<file path="src/rtl/intrpt_sequencer_if.sv">
// Trap handshake and timer register bus between the interrupt sequencer and the CSR unit.
interface intrpt_sequencer_if;
    logic        trap_req;
    logic [31:0] trap_cause;
    logic        trap_ack;
    logic        mret;
    logic        in_handler;
    logic        tmr_we;
    logic [1:0]  tmr_sel;
    logic [31:0] tmr_wdata;
    logic [31:0] tmr_rdata;

    modport master (
        output trap_req, trap_cause, in_handler, tmr_rdata,
        input  trap_ack, mret, tmr_we, tmr_sel, tmr_wdata
    );

    modport slave (
        input  trap_req, trap_cause, in_handler, tmr_rdata,
        output trap_ack, mret, tmr_we, tmr_sel, tmr_wdata
    );
endinterface

</file>
<file path="src/rtl/intrpt_sequencer.sv">
// Machine-mode interrupt sequencer: latches/arbitrates ext > timer, requests a trap at an
// instruction boundary and blocks nesting until MRET. INTRPT_SEQ_TIMER_EN adds mtime/mtimecmp.
module intrpt_sequencer #(
    parameter int          SYNC_STAGES = 2,
    parameter int          PRESCALE    = 1,
    parameter logic [31:0] CAUSE_EXT   = 32'h8000_000B,
    parameter logic [31:0] CAUSE_TMR   = 32'h8000_0007
) (
    input  logic               clk,
    input  logic               reset,
    input  logic               irq_ext,
    input  logic               irq_tmr,
    input  logic               mstatus_mie,
    input  logic               mie_meie,
    input  logic               mie_mtie,
    input  logic               pipe_ready,
    output logic [1:0]         mip,
    intrpt_sequencer_if.master bus
);

    typedef enum logic [1:0] {IDLE, WAIT, REQ, HANDLER} state_t;

    state_t                 state, state_nxt;
    logic [31:0]            cause_q, cause_nxt;
    logic [SYNC_STAGES-1:0] sync_q;
    logic                   ext_d;
    logic                   ext_rise;
    logic                   meip;
    logic                   mtip;
    logic                   ack_ext;
    logic                   ext_el, tmr_el, any_el;
    logic [31:0]            winner;

    always_ff @(posedge clk or posedge reset) begin
        if (reset) begin
            sync_q <= '0;
            ext_d  <= 1'b0;
        end else begin
            sync_q <= {sync_q[SYNC_STAGES-2:0], irq_ext};
            ext_d  <= sync_q[SYNC_STAGES-1];
        end
    end

    assign ext_rise = sync_q[SYNC_STAGES-1] & ~ext_d;
    assign ack_ext  = (state == REQ) & bus.trap_ack & (cause_q == CAUSE_EXT);

    // A new edge arriving in the same cycle as the acknowledge must not be lost.
    always_ff @(posedge clk or posedge reset) begin
        if (reset) meip <= 1'b0;
        else       meip <= ext_rise | (meip & ~ack_ext);
    end

`ifdef INTRPT_SEQ_TIMER_EN
    localparam int PW = (PRESCALE > 1) ? $clog2(PRESCALE) : 1;

    logic [PW-1:0] pre_q;
    logic [63:0]   mtime_q, mtimecmp_q, mtime_nxt;
    logic          tick;

    assign tick = (pre_q == PW'(PRESCALE - 1));

    // A software write to an mtime half overrides that half's increment.
    always_comb begin
        mtime_nxt = mtime_q + {63'd0, tick};
        if (bus.tmr_we && bus.tmr_sel == 2'd0) mtime_nxt[31:0]  = bus.tmr_wdata;
        if (bus.tmr_we && bus.tmr_sel == 2'd1) mtime_nxt[63:32] = bus.tmr_wdata;
    end

    always_ff @(posedge clk or posedge reset) begin
        if (reset) begin
            pre_q      <= '0;
            mtime_q    <= '0;
            mtimecmp_q <= '1;
        end else begin
            pre_q   <= tick ? '0 : pre_q + PW'(1);
            mtime_q <= mtime_nxt;
            if (bus.tmr_we && bus.tmr_sel == 2'd2) mtimecmp_q[31:0]  <= bus.tmr_wdata;
            if (bus.tmr_we && bus.tmr_sel == 2'd3) mtimecmp_q[63:32] <= bus.tmr_wdata;
        end
    end

    assign mtip = (mtime_q >= mtimecmp_q);

    always_comb begin
        case (bus.tmr_sel)
            2'd0:    bus.tmr_rdata = mtime_q[31:0];
            2'd1:    bus.tmr_rdata = mtime_q[63:32];
            2'd2:    bus.tmr_rdata = mtimecmp_q[31:0];
            default: bus.tmr_rdata = mtimecmp_q[63:32];
        endcase
    end

    wire unused_irq_tmr = irq_tmr;
`else
    assign mtip          = irq_tmr;
    assign bus.tmr_rdata = '0;

    wire unused_tmr_bus = &{1'b0, bus.tmr_we, bus.tmr_sel, bus.tmr_wdata};
`endif

    assign ext_el = meip & mie_meie & mstatus_mie;
    assign tmr_el = mtip & mie_mtie & mstatus_mie;
    assign any_el = ext_el | tmr_el;
    assign winner = ext_el ? CAUSE_EXT : CAUSE_TMR;

    always_ff @(posedge clk or posedge reset) begin
        if (reset) begin
            state   <= IDLE;
            cause_q <= '0;
        end else begin
            state   <= state_nxt;
            cause_q <= cause_nxt;
        end
    end

    always_comb begin
        state_nxt = state;
        cause_nxt = cause_q;
        case (state)
            IDLE: begin
                if (any_el) begin
                    state_nxt = WAIT;
                    cause_nxt = winner;
                end
            end
            WAIT: begin
                if (!any_el) begin
                    state_nxt = IDLE;
                end else begin
                    cause_nxt = winner;
                    if (pipe_ready) state_nxt = REQ;
                end
            end
            REQ: begin
                if (bus.trap_ack) state_nxt = HANDLER;
            end
            HANDLER: begin
                if (bus.mret) state_nxt = IDLE;
            end
            default: state_nxt = IDLE;
        endcase
    end

    assign bus.trap_req   = (state == REQ);
    assign bus.in_handler = (state == HANDLER);
    assign bus.trap_cause = cause_q;
    assign mip            = {meip, mtip};

endmodule

</file>
<file path="src/flat_wrapper.sv">
// flat-port wrapper written by rule: the top's interface ports become plain ports
module intrpt_sequencer_flat 
#(
    parameter int          SYNC_STAGES = 2,
    parameter int          PRESCALE    = 1,
    parameter logic [31:0] CAUSE_EXT   = 32'h8000_000B,
    parameter logic [31:0] CAUSE_TMR   = 32'h8000_0007
)
  (clk, reset, irq_ext, irq_tmr, mstatus_mie, mie_meie, mie_mtie, pipe_ready, mip, bus_trap_req, bus_trap_cause, bus_in_handler, bus_tmr_rdata, bus_trap_ack, bus_mret, bus_tmr_we, bus_tmr_sel, bus_tmr_wdata);
  intrpt_sequencer_if bus_i ();
  input  logic clk;
  input  logic reset;
  input  logic irq_ext;
  input  logic irq_tmr;
  input  logic mstatus_mie;
  input  logic mie_meie;
  input  logic mie_mtie;
  input  logic pipe_ready;
  output logic [1:0] mip;
  output wire logic [$bits(bus_i.trap_req)-1:0] bus_trap_req;
  output wire logic [$bits(bus_i.trap_cause)-1:0] bus_trap_cause;
  output wire logic [$bits(bus_i.in_handler)-1:0] bus_in_handler;
  output wire logic [$bits(bus_i.tmr_rdata)-1:0] bus_tmr_rdata;
  input wire logic [$bits(bus_i.trap_ack)-1:0] bus_trap_ack;
  input wire logic [$bits(bus_i.mret)-1:0] bus_mret;
  input wire logic [$bits(bus_i.tmr_we)-1:0] bus_tmr_we;
  input wire logic [$bits(bus_i.tmr_sel)-1:0] bus_tmr_sel;
  input wire logic [$bits(bus_i.tmr_wdata)-1:0] bus_tmr_wdata;
  assign bus_trap_req = bus_i.trap_req;
  assign bus_trap_cause = bus_i.trap_cause;
  assign bus_in_handler = bus_i.in_handler;
  assign bus_tmr_rdata = bus_i.tmr_rdata;
  assign bus_i.trap_ack = bus_trap_ack;
  assign bus_i.mret = bus_mret;
  assign bus_i.tmr_we = bus_tmr_we;
  assign bus_i.tmr_sel = bus_tmr_sel;
  assign bus_i.tmr_wdata = bus_tmr_wdata;
  intrpt_sequencer #(.SYNC_STAGES(SYNC_STAGES), .PRESCALE(PRESCALE), .CAUSE_EXT(CAUSE_EXT), .CAUSE_TMR(CAUSE_TMR)) u_core (.clk(clk), .reset(reset), .irq_ext(irq_ext), .irq_tmr(irq_tmr), .mstatus_mie(mstatus_mie), .mie_meie(mie_meie), .mie_mtie(mie_mtie), .pipe_ready(pipe_ready), .mip(mip), .bus(bus_i));
endmodule
</file>
<file path="config.mk">
export PLATFORM = sky130hd
export DESIGN_NAME = intrpt_sequencer_flat
export DESIGN_NICKNAME = d
export VERILOG_FILES = /design/src/rtl/intrpt_sequencer_if.sv /design/src/rtl/intrpt_sequencer.sv /design/src/flat_wrapper.sv
export SDC_FILE = /design/constraint.sdc
export NUM_CORES = 1
export LEC_CHECK = 0
export ABC_AREA = 1
export CAP_MARGIN = 40
export CORE_ASPECT_RATIO = 0.5
export CORE_UTILIZATION = 27
export CTS_BUF_LIST = sky130_fd_sc_hd__clkbuf_4 sky130_fd_sc_hd__clkbuf_8
export DETAILED_ROUTE_END_ITERATION = 6
export PLACE_DENSITY = 0.94
export SLEW_MARGIN = 20
export SYNTH_ARGS = -nofsm -noshare
export SYNTH_HDL_FRONTEND = slang
export SYNTH_SLANG_ARGS = --single-unit
export TNS_END_PERCENT = 100
</file>
<file path="constraint.sdc">
create_clock -name clk -period 1.5 [get_ports clk]
set_clock_uncertainty 0.2 [all_clocks]
set_input_delay 0.225 -clock clk [delete_from_list [all_inputs] [get_ports clk]]
set_output_delay 0.225 -clock clk [all_outputs]
set_load 0.02 [all_outputs]
</file>
==> metrics <==
Final ANT Viol Nets=0; RR Endpoint=u_core.state[0]; Clock Sink Count=9; final core utilization=0.309; CORE AREA=3100 um^2; Rows=14; layout cell share with drive strength beyond 1=0.144; Total Wirelength=1280 um; GR Overflow Total=0; Post-route DRC=6; simple-gate share of the synthesized area=0.156; wire length per cell=7.17 um; vias in the first global route=483; Int Pwr=0.701 mW; CP endpoint kind=output pin; cell count after synthesis=117; RSZ-0062 raised after global routing=false; Mean Syn Cell Area=7.80 um^2; max cap viols=0; Yosys top cell by area=buf_4; Num CTS Buffers=3; Switching Fraction=0.447; achievable frequency=684 MHz; die area=3630 um^2; Final Hold Viols=0; PwrDens=1320 nW/um^2; crit-path cells=clkdlybuf4s50_1, dlygate4sd2_1; clock share of power=0.221; root buf cell=clkbuf_8; HP Class=input pin to asynchronous set/reset pin; # nets final=185; Worst path max stage delay=0.47 ns; fillcell total=329; largest net degree at the start of global routing=10; multi-input logic area=392 um^2; Post-Synth XOR/XNOR Area=0; Detail Placement HPWL=1130 um; Syn Std Cell Area=912 um^2; area share of fa/ha/maj cells after synthesis=0; clock transition at the registers of the reported paths=0.04 ns; fin crit period=1.46 ns; Layout Cells excl Fill=179; clk_lat worst skew=0.23 ns; failing checks=DRC; Avg Vias per Cell=3.37; Startpoint Class=input pin; Switching Power=0.566 mW; largest family of logic cells by synthesized area=buffers and inverters; complex-gate fraction of the synthesized area=0.0247; commonest non-fill, non-tap cell in the layout=conb_1; synth top area cells=buf_4 (53%), dfrtp_1 (25%), nand2_1 (4.9%); Sequential Power Share=0.276; leakage=0.556 nW; Crit-path slowest cell=clkdlybuf4s50_1; # H-tree levels=1; Final Max Slew Viols=0; CP top delay family=buffers and inverters; maximum vdd drop=0.360 mV; Area Overhead vs Synth=4.94%; DR vias=604; Inserted Diodes=0; worst path required time=1.07 ns; Synth cell types=16; routability cong.=0.674; CTS tree=yes; crit path kind=input pin to output pin; initial antenna violation count=0; Total Routing Usage GR=0.0688; Worst R2R Setup Slack=0.16 ns; CTS Hold Bufs=0; Comb pwr share=0.504; Final setup viols=0; Arrival @ worst endpoint=1.04 ns; first-pass GRT wire length=1950 um; DRT Pass-1 Iters=7; Buffers on Ports=18; mux contribution to synthesized area=0; CP Max Fanout=2; Iteration-0 DRC Markers=33; post-route clock period utilization=0.975; register area share after synthesis=0.247; most frequent cells in the layout=conb_1 (59), nand2_1 (12), dfrtp_1 (9), clkdlybuf4s50_1 (9); dpl cells=175; Initial Util=0.294; Final Total Pwr=1.27 mW; worst r2r src=u_core.state[0]; Die W=84.2 um; FF+latch area=225 um^2; Synth Register Bits=9; Ports=113; Ys Warns=0; crit path buf inv count=2; status=finished, violations left; Clock Tree Buf Depth=2; top-area cell type share of the netlist area=0.527; Die Y-Extent=43.1 um; worst reg2reg path depth=7
-- worst register-to-register path, delay by kind of cell (launching register included) --
kind                   cells  cell delay (ns)
DFF                        1             0.40
buffers and inverters      3             0.33
and+or+nand+nor            4             0.31
-- kinds of logic after synthesis --
family,count (synthesis)
buf+inv,74
flops,9
simple gates,29
other cells,1
compound gates,4
-- routing by layer --
layer | wire length (um) | vias to the layer above | GRT usage | share of wire
li1 | - | 276 | - | -
met5 | 0 | - | 0 | 0
met3 | 119 | 4 | 0.0233 | 0.093
met1 | 386 | 281 | 0.0626 | 0.30
met4 | 29 | 0 | 0.0310 | 0.023
met2 | 747 | 43 | 0.141 | 0.58
-- power groups by stage --
stage	Combinational [mW]	Sequential [mW]	Clock, mW
after floorplan	0.539	0.370	0
after global placement	0.638	0.345	0
after detailed placement	0.667	0.353	0
after CTS	0.638	0.349	0.285
after global routing	0.698	0.355	0.296
final	0.638	0.349	0.280
-- Yosys cell counts --
cell type	n
nand3_2	2
nand3b_1	2
a21oi_1	1
dfrtp_1	9
nand4_1	1
o21ai_0	2
inv_2	3
nand2_1	12
nand2_2	2
nor2_1	5
inv_1	7
o21bai_1	1
conb_1	1
nor3_1	1
nand3_1	4
buf_4	64
-- layout make-up --
cell class | count | area share
clock inverter | 1 | 0.00523
inverter | 10 | 0.0392
tap | 40 | 0.0523
multi-input combinational | 92 | 0.409
clock buffer | 3 | 0.0431
sequential | 9 | 0.235
timing repair buffer | 24 | 0.216
-- what timing repair did --
action / 4_1_cts / 5_1_grt
endpoints found under the setup margin: 9 / 4
setup buffers: 0 / 0
pin swaps: 0 / 1
resized for setup: 13 / 2
-- how the worst max path moves through the flow --
stage,from,depth (start not counted),slack (ns),to
2_1_floorplan,u_core.state[0],5,0.11,u_core.meip
3_3_place_gp,irq_tmr,2,-0.22,mip[0]
3_5_place_dp,irq_tmr,2,-0.24,mip[0]
4_1_cts,flip-flop,3,0.003,bus_in_handler
5_1_grt,flip-flop,3,0.01,bus_trap_req
6_report,irq_tmr,2,0.04,mip[0]
-- through the flow --
stage,hold slack [ns],worst slack (ns),cell area (um^2),TNS [ns]
6_report,0.0515,0.0374,957,0
5_1_grt,0.104,0.0125,957,0
4_1_cts,0.0590,0.00254,957,0
3_5_place_dp,0.141,-0.242,925,-1.13
3_3_place_gp,0.138,-0.224,925,-0.844
2_1_floorplan,-0.147,0.115,1130,0
No activity file was read; power rests on OpenSTA's default activity.
==> RTL edit 1, RTL diff (config.mk and constraints unchanged) <==
`SYNC_STAGES` is set to 2 in 2 places; all go to 4.
--- a/src/rtl/intrpt_sequencer.sv
+++ b/src/rtl/intrpt_sequencer.sv
@@ -3,3 +3,3 @@
 module intrpt_sequencer #(
-    parameter int          SYNC_STAGES = 2,
+    parameter int          SYNC_STAGES = 4,
     parameter int          PRESCALE    = 1,
--- a/src/flat_wrapper.sv
+++ b/src/flat_wrapper.sv
@@ -3,3 +3,3 @@
 #(
-    parameter int          SYNC_STAGES = 2,
+    parameter int          SYNC_STAGES = 4,
     parameter int          PRESCALE    = 1,
Check against the original RTL: not equivalent (Yosys sat finds a counterexample within 4 cycles, from zero or initial values and one cycle with reset high).
==> RTL edit 1 against the original RTL <==
  * Maximum frequency up 0.83%
  * Synthesized cell count increased by 0.85%
  * Cell area up 8.0%
  * Worst setup slack gained 0.012 ns
  * Power is 8.1% higher
  * Synthesized area rose by 6.7%
  * Die area up 6.5%
  * Sequential cell count is 2 higher
  * First-iteration DRC count is 30% higher
  * Non-clock buffer count is 1 higher
  * Combinational power rose by 2%
  * Routed wire length is 5.9% higher
  * Largest cell class unchanged
==> RTL edit 1: results (changes against the original RTL) <==
| Metric | Value |
|---|---|
| Run status | complete, no violations |
| Pin count of the biggest net entering global routing | 12 (+2) |
| First-pass GRT wire length | 1.98 mm (+1.4%) |
| Ant diodes | 0 (unchanged) |
| Drt pass-1 iters | 2 (-5) |
| Worst Path Arrival | 1.03 ns |
| CP Max Fanout | 2 (unchanged) |
| Max H-tree Level | 1 (unchanged) |
| Share of synthesized registers carrying an async set or reset | 1.00 (unchanged) |
| Worst slack, placed | -0.229 ns (+0.0134 ns) |
| DP Wirelength | 1.19 mm (+5.3%) |
| Routed WL | 1.36 mm (+5.9%) |
| Synth Warn # | 0 (unchanged) |
| Clock transition at the registers of the reported paths | 0.05 ns |
| GP Congestion | 0.782 (+16%) |
| CP endpoint | mip[0] |
| Hold WS | 0.0795 ns (+0.0280 ns) |
| Setup bufs post-CTS | 0 (unchanged) |
| Root buffer cell | clkbuf_8 |
| Hold Crit Class | primary input to asynchronous set/reset pin |
| Number of port buffers | 18 (unchanged) |
| Placed instance area | 0.00100 mm^2 (+8.5%) |
| Critical Path Source | irq_tmr |
| Ys flop type | dfrtp_1 |
| Vias per cell | 3.12 (-7.5%) |
| Final #Nets | 187 (+1.1%) |
| Pleak | 0.566 nW (+1.8%) |
| Cell variety after synth | 17 (+1) |
| Vias in the first global route | 485 (+0.41%) |
| Flop2flop setup slack | 0.12 ns (-0.04 ns) |
| Worst r2r src | u_core.state[0]$_DFFE_PP0P_ |
| Largest Register | u_core.sync_q |
| Post-cts repair resize count | 13 (unchanged) |
| Seq/Total Area, Yosys | 0.283 (+0.0359) |
| Starting DRT DRC Count | 43 (+30%) |
| Clk_lat worst skew | 0.24 ns |
| Max IR drop VDD | 0.323 mV (-10%) |
| CTS buffer count | 3 (unchanged) |
| CTS max path bufs | 2 (unchanged) |
| Most frequent cells after synthesis | 64 x buf_4, 11 x dfrtp_1, 10 x nand2_1 |
| Max reg flops | 4 |
| Max incr delay on CP | 0.47 ns (about the same) |
| CP delay by family, top | buffers and inverters |
| Worst reg-to-reg path cell count | 7 (unchanged) |
| Critical path's slowest cell | clkdlybuf4s50_1 |
| Number of synthesized flops with an enable pin | 0 (unchanged) |
| Vias | 590 (-2.3%) |
| Synth top area cells | buf_4 49%, dfrtp_1 28%, nand2_1 3.9% |
| Antenna violations before repair | 0 (unchanged) |
| Post-Syn Area per Cell | 8.25 um^2 (+5.8%) |
| Worst setup margin | 0.0495 ns (+0.0121 ns) |
| Layout cells sized above 1 | 0.170 (+0.0263) |
| Total GRT Usage | 0.0681 (-0.000643) |
==> RTL edit 1: cell types whose count changed in the layout (fill, tap and decap cells not counted), sizes merged, moves of 2 or more <==
| cell | change |
|---|---|
| dfrtp | +2 |
| buf | +2 |
| o21ai | +2 |
| inv | -2 |
==> RTL edit 1: cell families after synthesis <==
logic type      share of synthesized area
simple gates                        0.163
compound gates                     0.0257
flops                               0.283
other cells                       0.00385
buf+inv                             0.524
==> RTL edit 1: area by class of cell <==
type                       count  area (um^2)
inverter                       8         30.0
fill                         333         2170
multi-input combinational     93          405
sequential                    11          275
clock buffer                   4         48.8
tap                           48         60.1
timing repair buffer          25          214
==> RTL edit 1: metal layers <==
metal,routed length [um],global-route usage
met5,0,0
met4,20,0.0500
met3,95,0.0131
met2,837,0.143
met1,406,0.0597
==> RTL edit 1: where the power goes <==
group	internal, mW	switching, mW	total, mW
clock network	0.204	0.106	0.310
logic	0.230	0.421	0.651
registers	0.358	0.0507	0.409
==> RTL edit 2, RTL diff (same settings) <==
Made on the original files. Re-encode `state_t` (4 states) as one-hot, 4 bits wide.
--- a/src/rtl/intrpt_sequencer.sv
+++ b/src/rtl/intrpt_sequencer.sv
@@ -20,3 +20,3 @@
 
-    typedef enum logic [1:0] {IDLE, WAIT, REQ, HANDLER} state_t;
+    typedef enum logic [3:0] {IDLE = 4'b0001, WAIT = 4'b0010, REQ = 4'b0100, HANDLER = 4'b1000} state_t;
 
Behaviour: no difference found for any inputs over 10 cycles, from zero or initial values and one cycle with reset high; not proved beyond that.
==> RTL edit 2 against the original RTL <==
  * The run ends with negative setup slack left
  * Synthesized area increased by 8.5%
  * Worst setup slack got worse by 0.066 ns
  * Power decreased by 2.9%
  * Routed wire length increased by 14%
  * Hold slack improved by 0.042 ns
  * Via count increased by 12%
  * Cell area increased by 14%
  * Maximum frequency decreased by 4.3%
  * Core utilization increased by 0.62 points
  * Sequential cell count increased by 2
  * Synthesized cell count increased by 10%
  * Die area increased by 8.2%
  * Critical path type is now register to output port
  * Largest power group unchanged
  * Highest routed layer unchanged
==> RTL edit 2: results (changes against the original RTL) <==
| Metric | Value |
|---|---|
| Run status | finished, violations left |
| Violated checks | negative setup slack |
| Seq/Total Area, Yosys | 0.279 (+0.0325) |
| Vias | 679 (+12%) |
| Cell variety after synth | 17 (+1) |
| Critical path's slowest cell | dfrtp_1 |
| Most frequent cells after synthesis | 63 x buf_4, 13 x inv_1, 13 x nand2_1 |
| Max IR drop VDD | 0.355 mV (-1.3%) |
| Flop2flop setup slack | 0 ns (-0.16 ns) |
| Vias in the first global route | 501 (+3.7%) |
| Starting DRT DRC Count | 22 (-33%) |
| CP delay by family, top | flip-flops |
| Hold WS | 0.0939 ns (+0.0424 ns) |
| Met3 usage | 0.0219 (-0.00141) |
| Synth Area in Compound Gates | 0.0316 (+0.00691) |
| R2r endpoint | u_core.state[2]$_DFFE_PP0P_ |
| Worst Path Arrival | 1.10 ns (+0.06 ns) |
| CP Max Fanout | 3 (+1) |
| Worst slack, placed | -0.229 ns (+0.0129 ns) |
| Fill cells | 353 (+7.3%) |
| Max incr delay on CP | 0.41 ns (-0.06 ns) |
| Pin count of the biggest net entering global routing | 12 (+2) |
| GR Util met1 | 0.0720 (+0.00934) |
| Worst setup margin | -0.0282 ns (-0.0656 ns) |
| Pleak | 0.618 nW (+11%) |
| GP Congestion | 0.740 (+9.7%) |
| Fin Setup TNS | -0.0466 ns (-0.0466 ns) |
| DP Wirelength | 1.23 mm (+8.6%) |
| Routed WL | 1.46 mm (+14%) |
| Drt pass-1 iters | 4 (-3) |
| DRT met1 WL | 543 um (+41%) |
| Vias per cell | 3.33 (-1.4%) |
| Worst r2r src | u_core.state[0]$_DFFE_PP1P_ |
| Total GRT Usage | 0.0716 (+0.00282) |
| Net switching power | 0.505 mW (-11%) |
| Synth top area cells | buf_4 48%, dfrtp_1 25%, inv_1 4.9% |
| Placed instance area | 0.00104 mm^2 (+12%) |
| First-pass GRT wire length | 2.10 mm (+7.8%) |
| Routed wl met2 | 834 um (+12%) |
| Final setup viols | 3 (+3) |
| Placed cell count | 200 (+14%) |
| Met2 usage in global routing | 0.136 (-0.00505) |
| Routed length on met3 | 71 um (-40%) |
| Layout cells sized above 1 | 0.157 (+0.0130) |
| CP endpoint | bus_in_handler |
| Post-Syn Area per Cell | 7.67 um^2 (-1.6%) |
| Root buffer cell | clkbuf_8 |
| Number of port buffers | 18 (unchanged) |
[RTL edit 2: power by group through the flow]
stage / Combinational, mW / Clock (mW) / Sequential [mW]
floorplan: 0.423 / 0 / 0.431
global placement: 0.473 / 0 / 0.402
detailed placement: 0.498 / 0 / 0.406
CTS: 0.480 / 0.315 / 0.400
global route: 0.566 / 0.330 / 0.407
finish: 0.523 / 0.308 / 0.400
[RTL edit 2: area by class of cell]
cell class | instances | area (um^2) | area share
Tap cell | 51 | 63.8 | 0.0584
Sequential cell | 11 | 277 | 0.253
Multi-Input combinational cell | 100 | 435 | 0.398
Clock buffer | 4 | 48.8 | 0.0446
Inverter | 13 | 48.8 | 0.0446
Timing Repair Buffer | 25 | 220 | 0.201
[RTL edit 2: timing repair]
item,CTS,global route
cloned,0,0
setup buffers,0,0
endpoints found under the setup margin,9,8
pin swaps,1,0
gates resized for setup,18,7
